File: src/rtl/spi_io_master.sv
// spi_io_master: IO-mapped SPI master with N gated channels, 1..16 bit
// transfers, programmable SCK divider, CPOL/CPHA, LSB-first, overrun flag
// and a maskable level done interrupt.
// Optional feature macro: SPI_LOOPBACK_EN (CTRL[11] internal loopback).
module spi_io_master #(
  parameter int CHANNELS  = 3,
  parameter int DIV_W     = 8,
  parameter int DIV_RESET = 0
) (
  input  logic                clk,
  input  logic                rst,
  input  logic                io_sel,
  input  logic [1:0]          addr,
  input  logic                IOWb,
  input  logic                IORb,
  input  logic [15:0]         bus_in,
  output logic [15:0]         bus_out,
  output logic                bus_drive,
  output logic [CHANNELS-1:0] sck,
  output logic [CHANNELS-1:0] cs_n,
  output logic                sdo,
  input  logic                sdi,
  output logic                irq
);

`ifdef SPI_LOOPBACK_EN
  localparam logic [11:0] CTRL_MASK = 12'hFFF;
`else
  localparam logic [11:0] CTRL_MASK = 12'h7FF;
`endif
  localparam logic [11:0] CTRL_RESET = 12'h007;

  typedef enum logic [1:0] {S_IDLE, S_SETUP, S_SHIFT, S_HOLD} state_t;

  state_t              state_q, state_d;
  logic                iowb_q;
  logic [DIV_W-1:0]    cnt_q, cnt_d, div_q, div_d;
  logic [4:0]          edge_q, edge_d;
  logic [11:0]         ctrl_q, ctrl_d;
  logic [15:0]         tx_q, tx_d, rx_sh_q, rx_sh_d, rx_q, rx_d;
  logic                sdo_q, sdo_d, lvl_q, lvl_d;
  logic                done_q, done_d, ovr_q, ovr_d, irq_q, irq_d;
  logic [CHANNELS-1:0] cs_n_q, cs_n_d, sck_q, sck_d;

  logic        wr, busy, expire, lead, miso, lb, lsb, cpha;
  logic [3:0]  len_m1;
  logic [2:0]  ch;
  logic [15:0] tx_ld;

  // Next-state logic: register writes, divider, transfer sequencing.
  always_comb begin
    wr     = io_sel && !IOWb && iowb_q;
    busy   = (state_q != S_IDLE);
    len_m1 = ctrl_q[3:0];
    ch     = ctrl_q[6:4];
    cpha   = ctrl_q[8];
    lsb    = ctrl_q[10];
    lb     = ctrl_q[11];
    expire = (cnt_q == '0);
    lead   = ~edge_q[0];
    miso   = lb ? sdo_q : sdi;
    // MSB-first data is left-aligned so the first bit always sits at [15].
    tx_ld  = lsb ? bus_in : (bus_in << (4'd15 - len_m1));

    state_d = state_q;
    cnt_d   = cnt_q;
    div_d   = div_q;
    edge_d  = edge_q;
    ctrl_d  = ctrl_q;
    tx_d    = tx_q;
    rx_sh_d = rx_sh_q;
    rx_d    = rx_q;
    sdo_d   = sdo_q;
    lvl_d   = lvl_q;
    done_d  = done_q;
    ovr_d   = ovr_q;
    cs_n_d  = cs_n_q;
    sck_d   = sck_q;
    irq_d   = done_q & ctrl_q[9];

    if (busy) cnt_d = expire ? div_q : cnt_q - DIV_W'(1);

    // Clears come before the FSM so a same-cycle DONE set wins.
    if (wr) begin
      case (addr)
        2'd0: if (busy) ovr_d = 1'b1;
        2'd1: if (busy) ovr_d = 1'b1; else ctrl_d = bus_in[11:0] & CTRL_MASK;
        2'd2: if (busy) ovr_d = 1'b1; else div_d = bus_in[DIV_W-1:0];
        default: begin
          if (bus_in[0]) done_d = 1'b0;
          if (bus_in[1]) ovr_d  = 1'b0;
        end
      endcase
    end

    case (state_q)
      S_IDLE: if (wr && addr == 2'd0) begin
        state_d = S_SETUP;
        cnt_d   = div_q;
        edge_d  = '0;
        lvl_d   = ctrl_q[7];
        rx_sh_d = '0;
        for (int i = 0; i < CHANNELS; i++) cs_n_d[i] = (ch != 3'(i));
        if (!cpha) begin
          sdo_d = lsb ? tx_ld[0] : tx_ld[15];
          tx_d  = lsb ? (tx_ld >> 1) : (tx_ld << 1);
        end else begin
          sdo_d = 1'b0;
          tx_d  = tx_ld;
        end
      end
      S_SETUP: if (expire) state_d = S_SHIFT;
      S_SHIFT: if (expire) begin
        lvl_d  = ~lvl_q;
        edge_d = edge_q + 5'd1;
        // CPHA=0 samples on leading edges, CPHA=1 on trailing edges.
        if (lead ^ cpha) begin
          rx_sh_d = lsb ? {miso, rx_sh_q[15:1]} : {rx_sh_q[14:0], miso};
        end else begin
          sdo_d = lsb ? tx_q[0] : tx_q[15];
          tx_d  = lsb ? (tx_q >> 1) : (tx_q << 1);
        end
        if (edge_q == {len_m1, 1'b1}) state_d = S_HOLD;
      end
      default: if (expire) begin
        state_d = S_IDLE;
        cs_n_d  = '1;
        done_d  = 1'b1;
        // LSB-first fills from the top; right-justify on completion.
        rx_d    = lsb ? (rx_sh_q >> (4'd15 - len_m1)) : rx_sh_q;
      end
    endcase

    // Only the active channel follows the shift level; the rest idle at CPOL.
    for (int i = 0; i < CHANNELS; i++)
      sck_d[i] = (state_d != S_IDLE && ctrl_d[6:4] == 3'(i)) ? lvl_d : ctrl_d[7];
  end

  // State and output registers; reset aborts any transfer at once.
  always_ff @(posedge clk or posedge rst) begin
    if (rst) begin
      state_q <= S_IDLE;
      iowb_q  <= 1'b1;
      cnt_q   <= '0;
      div_q   <= DIV_W'(DIV_RESET);
      edge_q  <= '0;
      ctrl_q  <= CTRL_RESET;
      tx_q    <= '0;
      rx_sh_q <= '0;
      rx_q    <= '0;
      sdo_q   <= 1'b0;
      lvl_q   <= 1'b0;
      done_q  <= 1'b0;
      ovr_q   <= 1'b0;
      irq_q   <= 1'b0;
      cs_n_q  <= '1;
      sck_q   <= '0;
    end else begin
      state_q <= state_d;
      iowb_q  <= IOWb;
      cnt_q   <= cnt_d;
      div_q   <= div_d;
      edge_q  <= edge_d;
      ctrl_q  <= ctrl_d;
      tx_q    <= tx_d;
      rx_sh_q <= rx_sh_d;
      rx_q    <= rx_d;
      sdo_q   <= sdo_d;
      lvl_q   <= lvl_d;
      done_q  <= done_d;
      ovr_q   <= ovr_d;
      irq_q   <= irq_d;
      cs_n_q  <= cs_n_d;
      sck_q   <= sck_d;
    end
  end

  // Read mux is combinational; the parent owns the tristate.
  always_comb begin
    case (addr)
      2'd0:    bus_out = rx_q;
      2'd1:    bus_out = {4'b0, ctrl_q};
      2'd2:    bus_out = 16'(div_q);
      default: bus_out = {13'b0, ovr_q, done_q, busy};
    endcase
  end

  assign bus_drive = io_sel && !IORb;
  assign sck       = sck_q;
  assign cs_n      = cs_n_q;
  assign sdo       = sdo_q & ~lb;
  assign irq       = irq_q;

endmodule

File: config.mk
export PLATFORM = sky130hd
export DESIGN_NAME = spi_io_master
export DESIGN_NICKNAME = d
export VERILOG_FILES = /design/src/rtl/spi_io_master.sv
export SDC_FILE = /design/constraint.sdc
export NUM_CORES = 1
export LEC_CHECK = 0
export BUFFER_PORTS_ARGS = -buffer_cell sky130_fd_sc_hd__clkbuf_2
export CORE_MARGIN = 4
export CORE_UTILIZATION = 30
export CTS_CLUSTER_SIZE = 24
export DETAILED_ROUTE_END_ITERATION = 12
export PLACE_DENSITY = 0.49
export SYNTH_ARGS = -nofsm -noshare
export SYNTH_HDL_FRONTEND = slang
export SYNTH_SLANG_ARGS = --single-unit
File: constraint.sdc
create_clock -name clk -period 2.6 [get_ports clk]
set_input_delay 0.26 -clock clk [delete_from_list [all_inputs] [get_ports clk]]
set_output_delay 0.26 -clock clk [all_outputs]
set_load 0.01 [all_outputs]
== Yosys cells after proc, flatten, opt, wreduce, memory -nomap -nowiden ==
Cells that the tools add are included.

* Flip-flop bits (word level): 94
* Input bits: 24
* Word-level logic and storage cells: 128

* Add/sub/neg operators: 3
* Equal/unequal tests: 14
* Shift operators: 2
* Muxes and demuxes: 55
* Bitwise logic cells: 7
* Reductions and logical operators: 30

{| class="wikitable"
|+ Operators with widths
! operator !! number
|-
| two-way mux 16 bit || 12
|-
| case mux 16 bit (2 select lines) || 2
|-
| two-way mux 8 bit || 7
|-
| case mux 16 bit (3 select lines) || 1
|-
| two-way mux 1 bit || 19
|-
| left shift 16 x 4 -> 16 bit || 1
|-
| >> shifter 16 x 4 -> 16 bit || 1
|-
| AND reduction 3 bit || 5
|-
| two-way mux 2 bit || 5
|-
| two-way mux 5 bit || 2
|-
| case mux 5 bit (2 select lines) || 1
|-
| nonzero test 2 bit || 5
|-
| zero test 8 bit || 1
|-
| != test 2 bit (second input constant) || 4
|-
| AND reduction 4 bit || 2
|-
| subtractor 8 x 1 -> 8 bit (second input constant) || 1
|-
| logical AND 1 bit || 7
|-
| two-way mux 3 bit || 2
|-
| case mux 2 bit (3 select lines) || 1
|-
| case mux 3 bit (2 select lines) || 1
|-
| OR reduction 3 bit || 2
|-
| adder 5 x 1 -> 5 bit (second input constant) || 1
|-
| == test 5 bit || 1
|-
| inverter 1 bit || 5
|-
| other kinds (17) || 22
|}

== Longest topological paths before layout ==
* Word-level depth: 9
* Gate-level depth with buffers: 10
* Mapped depth without buffers: 8

== Worst setup path after synthesis ==
Ideal clock, no wire load.

* Kind: register to register
* Start: register state_q[0]
* End: register sck_q[2] (netlist: sck[2])
* Library setup time: 144 ps
* Arrival time: 2097 ps
* Path slack: 358 ps
* Stages on the path, launching flop included: 10
* Buffers on the path: 1
* Clock period less this slack: 2242 ps
* Cell sequence: dfrtp_1 inv_1 ha_1 clkbuf_2 nand4b_1 nor3b_2 mux2_2 nor2_1 nand3_1 mux2i_1

* Word-level cells in the longest chain between the ends: 7
* Elaborated cells between the ends (all ways): 18
* Classes of those cells: 3 x eq/ne; 11 x mux; 4 x reduce/logical

{| class="wikitable"
|+ RTL lines
! what !! RTL line !! text
|-
| from (decl) || 35 || <nowiki>state_t state_q, state_d;</nowiki>
|-
| from (signal assigned) || 159 || <nowiki>state_q <= state_d;</nowiki>
|-
| nonzero test 2 bit || 53 || <nowiki>busy = (state_q != S_IDLE);</nowiki>
|-
| two-way mux 8 bit || 87 || <nowiki>2'd1: if (busy) ovr_d = 1'b1; else ctrl_d = bus_in[11:0] & CTRL_MASK;</nowiki>
|-
| two-way mux 8 bit || 85 || <nowiki>case (addr)</nowiki>
|-
| two-way mux 8 bit || 84 || <nowiki>if (wr) begin</nowiki>
|-
| named net ctrl_d[4] || 39 || <nowiki>logic [11:0] ctrl_q, ctrl_d;</nowiki>
|-
| == test 3 x 2 -> 1 bit || 136 || <nowiki>sck_d[i] = (state_d != S_IDLE && ctrl_d[6:4] == 3'(i)) ? lvl_d : ctrl_d[7];</nowiki>
|-
| logical AND 1 bit || 136 ||
|-
| two-way mux 1 bit || 136 ||
|-
| named net sck_d[2] || 43 || <nowiki>logic [CHANNELS-1:0] cs_n_q, cs_n_d, sck_q, sck_d;</nowiki>
|-
| to (signal assigned) || 174 || <nowiki>sck_q <= sck_d;</nowiki>
|-
| to (decl) || 43 ||
|}

The timed path passes the listed nets, and every way through them passes these cells.
A chain may end at the register's enable or synchronous reset.

== Worst setup path in the final report ==
* Start: register state_q[0]
* End: output port bus_out[0]

* Word-level cells in the longest chain between the ends: 2

{| class="wikitable"
|+ RTL lines
! what !! RTL line !! text
|-
| nonzero test 2 bit || 53 ||
|-
| case mux 16 bit (3 select lines) || 180 || <nowiki>case (addr)</nowiki>
|-
| to (decl) || 17 || <nowiki>output logic [15:0] bus_out,</nowiki>
|}

Every way passes these cells.

==> metrics.md <==
| Metric | Value |
|---|---|
| M3 GR Usage | `2.59%` |
| Clock share of power | `16.3%` |
| First-pass GRT wire length | `35,100 um` |
| Post-Syn Area | `0.00697 sq mm` |
| Number of flops mapped to enable cells by yosys | `0` |
| Critical path class | `reg2out` |
| Combinational Power Share | `56.4%` |
| Overflow after GRT | `0` |
| Clock Latency Late Sink | `360 ps` |
| Fin Setup TNS | `0 ps` |
| P_sw | `3.91 mW` |
| Pwr per Cell Area | `1070 mW/mm^2` |
| Initial DRC count | `368` |
| Die area | `0.0257 sq mm` |
| H-Tree Level Count | `3` |
| GR Util All Layers | `17.1%` |
| Yosys reg bits | `94` |
| TritonCTS Buffers | `9` |
| Status | `complete, but fails checks` |
| Layout Nets | `850` |
| CTS tree | `done` |
| Synth warn | `0` |
| Number of fill cells | `2,366` |
| Clock root buffer | `clkbuf_16` |
| Seq pwr share | `27.3%` |
| Final WL | `22,100 um` |
| Prevailing post-synth register cell | `dfrtp_1` |
| Max-slew violation total from the final report | `0` |
| RSZ-0062 raised after global routing | `no` |
| Vias in the first global route | `5,907` |
| Syn nets | `813` |
| IO Pins | `49` |
| Die Ht | `160 um` |
| Worst slack, placed | `173 ps` |
| Hold slack | `-21.9 ps` |
| Layout area overhead | `14.5%` |
| DRC Markers | `0` |
| Tmin final | `2480 ps` |
| Ant diodes | `0` |
| Final Skew | `10.8 ps` |
| CP endpoint kind | `primary output` |
| Share of cells above drive strength 1 | `21.8%` |
| GR Util met1 | `25.1%` |
| Via count | `6,054` |
| Sequential element share of the synthesized area | `33.9%` |
| Final period utilization | `95.4%` |
| Antenna violations before repair | `1` |
| Least-Margin Pin Slew | `661 ps` |
| Vias per cell | `5.32` |
| Clock Sinks | `94` |
| Final hold vios | `19` |
| Starting Density | `30.6%` |
| Routability cong. | `0.905` |
| Syn Inst Count | `783` |
| Rows | `55` |
| Post-DR wirelength/cell | `19.4 um` |
| Port Buffer Count | `48` |
| Total iterations of the first detailed-routing run | `5` |
| Max IR drop VDD | `325 uV` |
| Post-DP HPWL | `16,200 um` |
| Pin count of the biggest net entering global routing | `46` |
| Clk buf depth | `2` |
| Switching Fraction | `45.8%` |
| Final setup viols | `0` |
| Synth Area per Inst | `8.90 sq um` |
| Slew margin rel. | `55.9%` |
| Die Wd | `160 um` |
| CP Data Arrival Time | `2220 ps` |
| Leakage | `3.48 nW` |
| Worst Setup Slack, final | `121 ps` |
| Nature of the critical path startpoint | `flip-flop` |
| HP Class | `in2async` |
| GR peak layer | `met2` |
| Int Power | `4.62 mW` |
| Commonest non-fill, non-tap cell in the layout | `nand2_1` |
| Ys async rst share | `100%` |
| Most frequent cells in the layout | `129 x nand2_1, 86 x dfrtp_1, 53 x mux2i_1, 53 x o21ai_0, 50 x nor2_1` |
| WP data required | `2340 ps` |
| Worst-path fanout max | `19` |
| Detail Route Antenna Nets | `0` |
| Max-cap check violation count | `0` |
| Unique cell type count in the Yosys netlist | `76` |
| Core region area | `0.0228 sq mm` |
| Failing checks | `hold timing` |
| Max Fclk | `0.403 GHz` |
| Grt met2 use | `26.8%` |
| CTS clk-pin slew, worst paths | `80 ps` |
[critical path, stage by stage, from the launching register on]
cell	delay [ps]
dfrtp_1	410
inv_1	120
ha_1	220
buf_4	240
inv_1	180
mux4_2	540
clkbuf_2	150
[layout make-up]
cell class	instances	area [sq um]	share of cell area, %
clock buffers	10	229	2.87
clock inverters	6	71.3	0.894
inverters	20	78.8	0.988
multi-input cells	600	4210	52.8
flip-flops and latches	94	2360	29.6
well taps	313	392	4.91
repair buffers	95	633	7.94
[synth_stat cells, drive strengths merged (3+ instances only)]
cell type | instances | area, sq um
nand2 | 129 | 484
dfrtp | 87 | 2180
o21ai | 62 | 310
mux2i | 53 | 531
nor2 | 51 | 194
a21oi | 42 | 210
clkbuf | 38 | 145
buf | 31 | 180
mux2 | 31 | 353
mux4 | 23 | 544
nand3 | 22 | 110
and2 | 18 | 113
inv | 18 | 67.6
nor2b | 17 | 106
a31oi | 16 | 100
o211ai | 16 | 125
a22o | 9 | 78.8
o22ai | 9 | 62.6
dfstp | 7 | 184
nor3 | 7 | 40.0
a21o | 6 | 45.0
ha | 6 | 75.1
o21a | 6 | 45.0
a221oi | 5 | 50.0
a311oi | 5 | 43.8
nand2b | 5 | 31.3
nand4 | 5 | 31.3
xnor2 | 5 | 51.3
a311o | 4 | 40.0
or3 | 4 | 25.0
a221o | 3 | 30.0
a22oi | 3 | 22.5
nor3b | 3 | 27.5
nor4 | 3 | 18.8
[state kept, by name, indices dropped and copies added (netlist names), 5 cells and up]
| signal | flops |
|---|---|
| rx_q | 16 |
| rx_sh_q | 16 |
| tx_q | 16 |
| ctrl_q | 11 |
| cnt_q | 8 |
| div_q | 8 |
| edge_q | 5 |
[per-layer routing]
metal,wire length (um),up-vias
met1,10600,2951
li1,-,2928
met5,0,-
met4,214,0
met3,1030,15
met2,10200,160
[power by group through the flow]
stage | clock, mW | combinational (mW) | sequential (mW)
finish | 1.39 | 4.81 | 2.33
detailed placement | 0 | 4.79 | 2.36
global placement | 0 | 4.79 | 2.36
CTS | 1.42 | 4.81 | 2.33
floorplan | 0 | 3.58 | 2.15
global route | 1.49 | 5.30 | 2.40
[per-stage QoR]
step	util [%]	hold slack [ps]	power, mW	area (sq um)	cells
after CTS	35.0	5.56	8.57	7980	1138
after floorplan	-	264	5.74	6970	783
after global placement	33.7	376	7.15	7670	1121
after global routing	35.0	24.5	9.18	7980	1138
after detailed placement	33.7	374	7.15	7670	1121
final	35.0	-21.9	8.53	7980	1138
[kinds of logic after synthesis]
kind of cell    share of synthesized area (%)
flops                                    33.9
compound gates                           19.6
buf+inv                                  5.75
simple gates                             18.3
fa+ha+maj                                1.08
mux                                      20.5
xor+xnor                                0.862
[what timing repair did]
action                                  4_1_cts  5_1_grt
hold buffers                                  1        0
buffers inserted                              0        0
endpoints found under the setup margin        0        1
resized for setup                             0        1
hold endpoints to repair                      1        0
[final timing paths]
| path | startpoint | to | slack (ps) | cells past startpoint |
|---|---|---|---|---|
| hold reg to reg | rx_q[12] | rx_q[12] | 480 | 2 |
| setup reg to reg | ctrl_q[1] | rx_q[7] | 180 | 8 |
| hold / removal | rst | cnt_q[6] | -20 | 2 |
| setup / recovery | state_q[0] | bus_out[0] | 120 | 6 |
| min in group clk | bus_in[10] | ctrl_q[10] | 220 | 3 |
| max in group asynchronous | rst | rx_sh_q[5] | 1890 | 3 |
No activity file was read; power rests on OpenSTA's default activity.
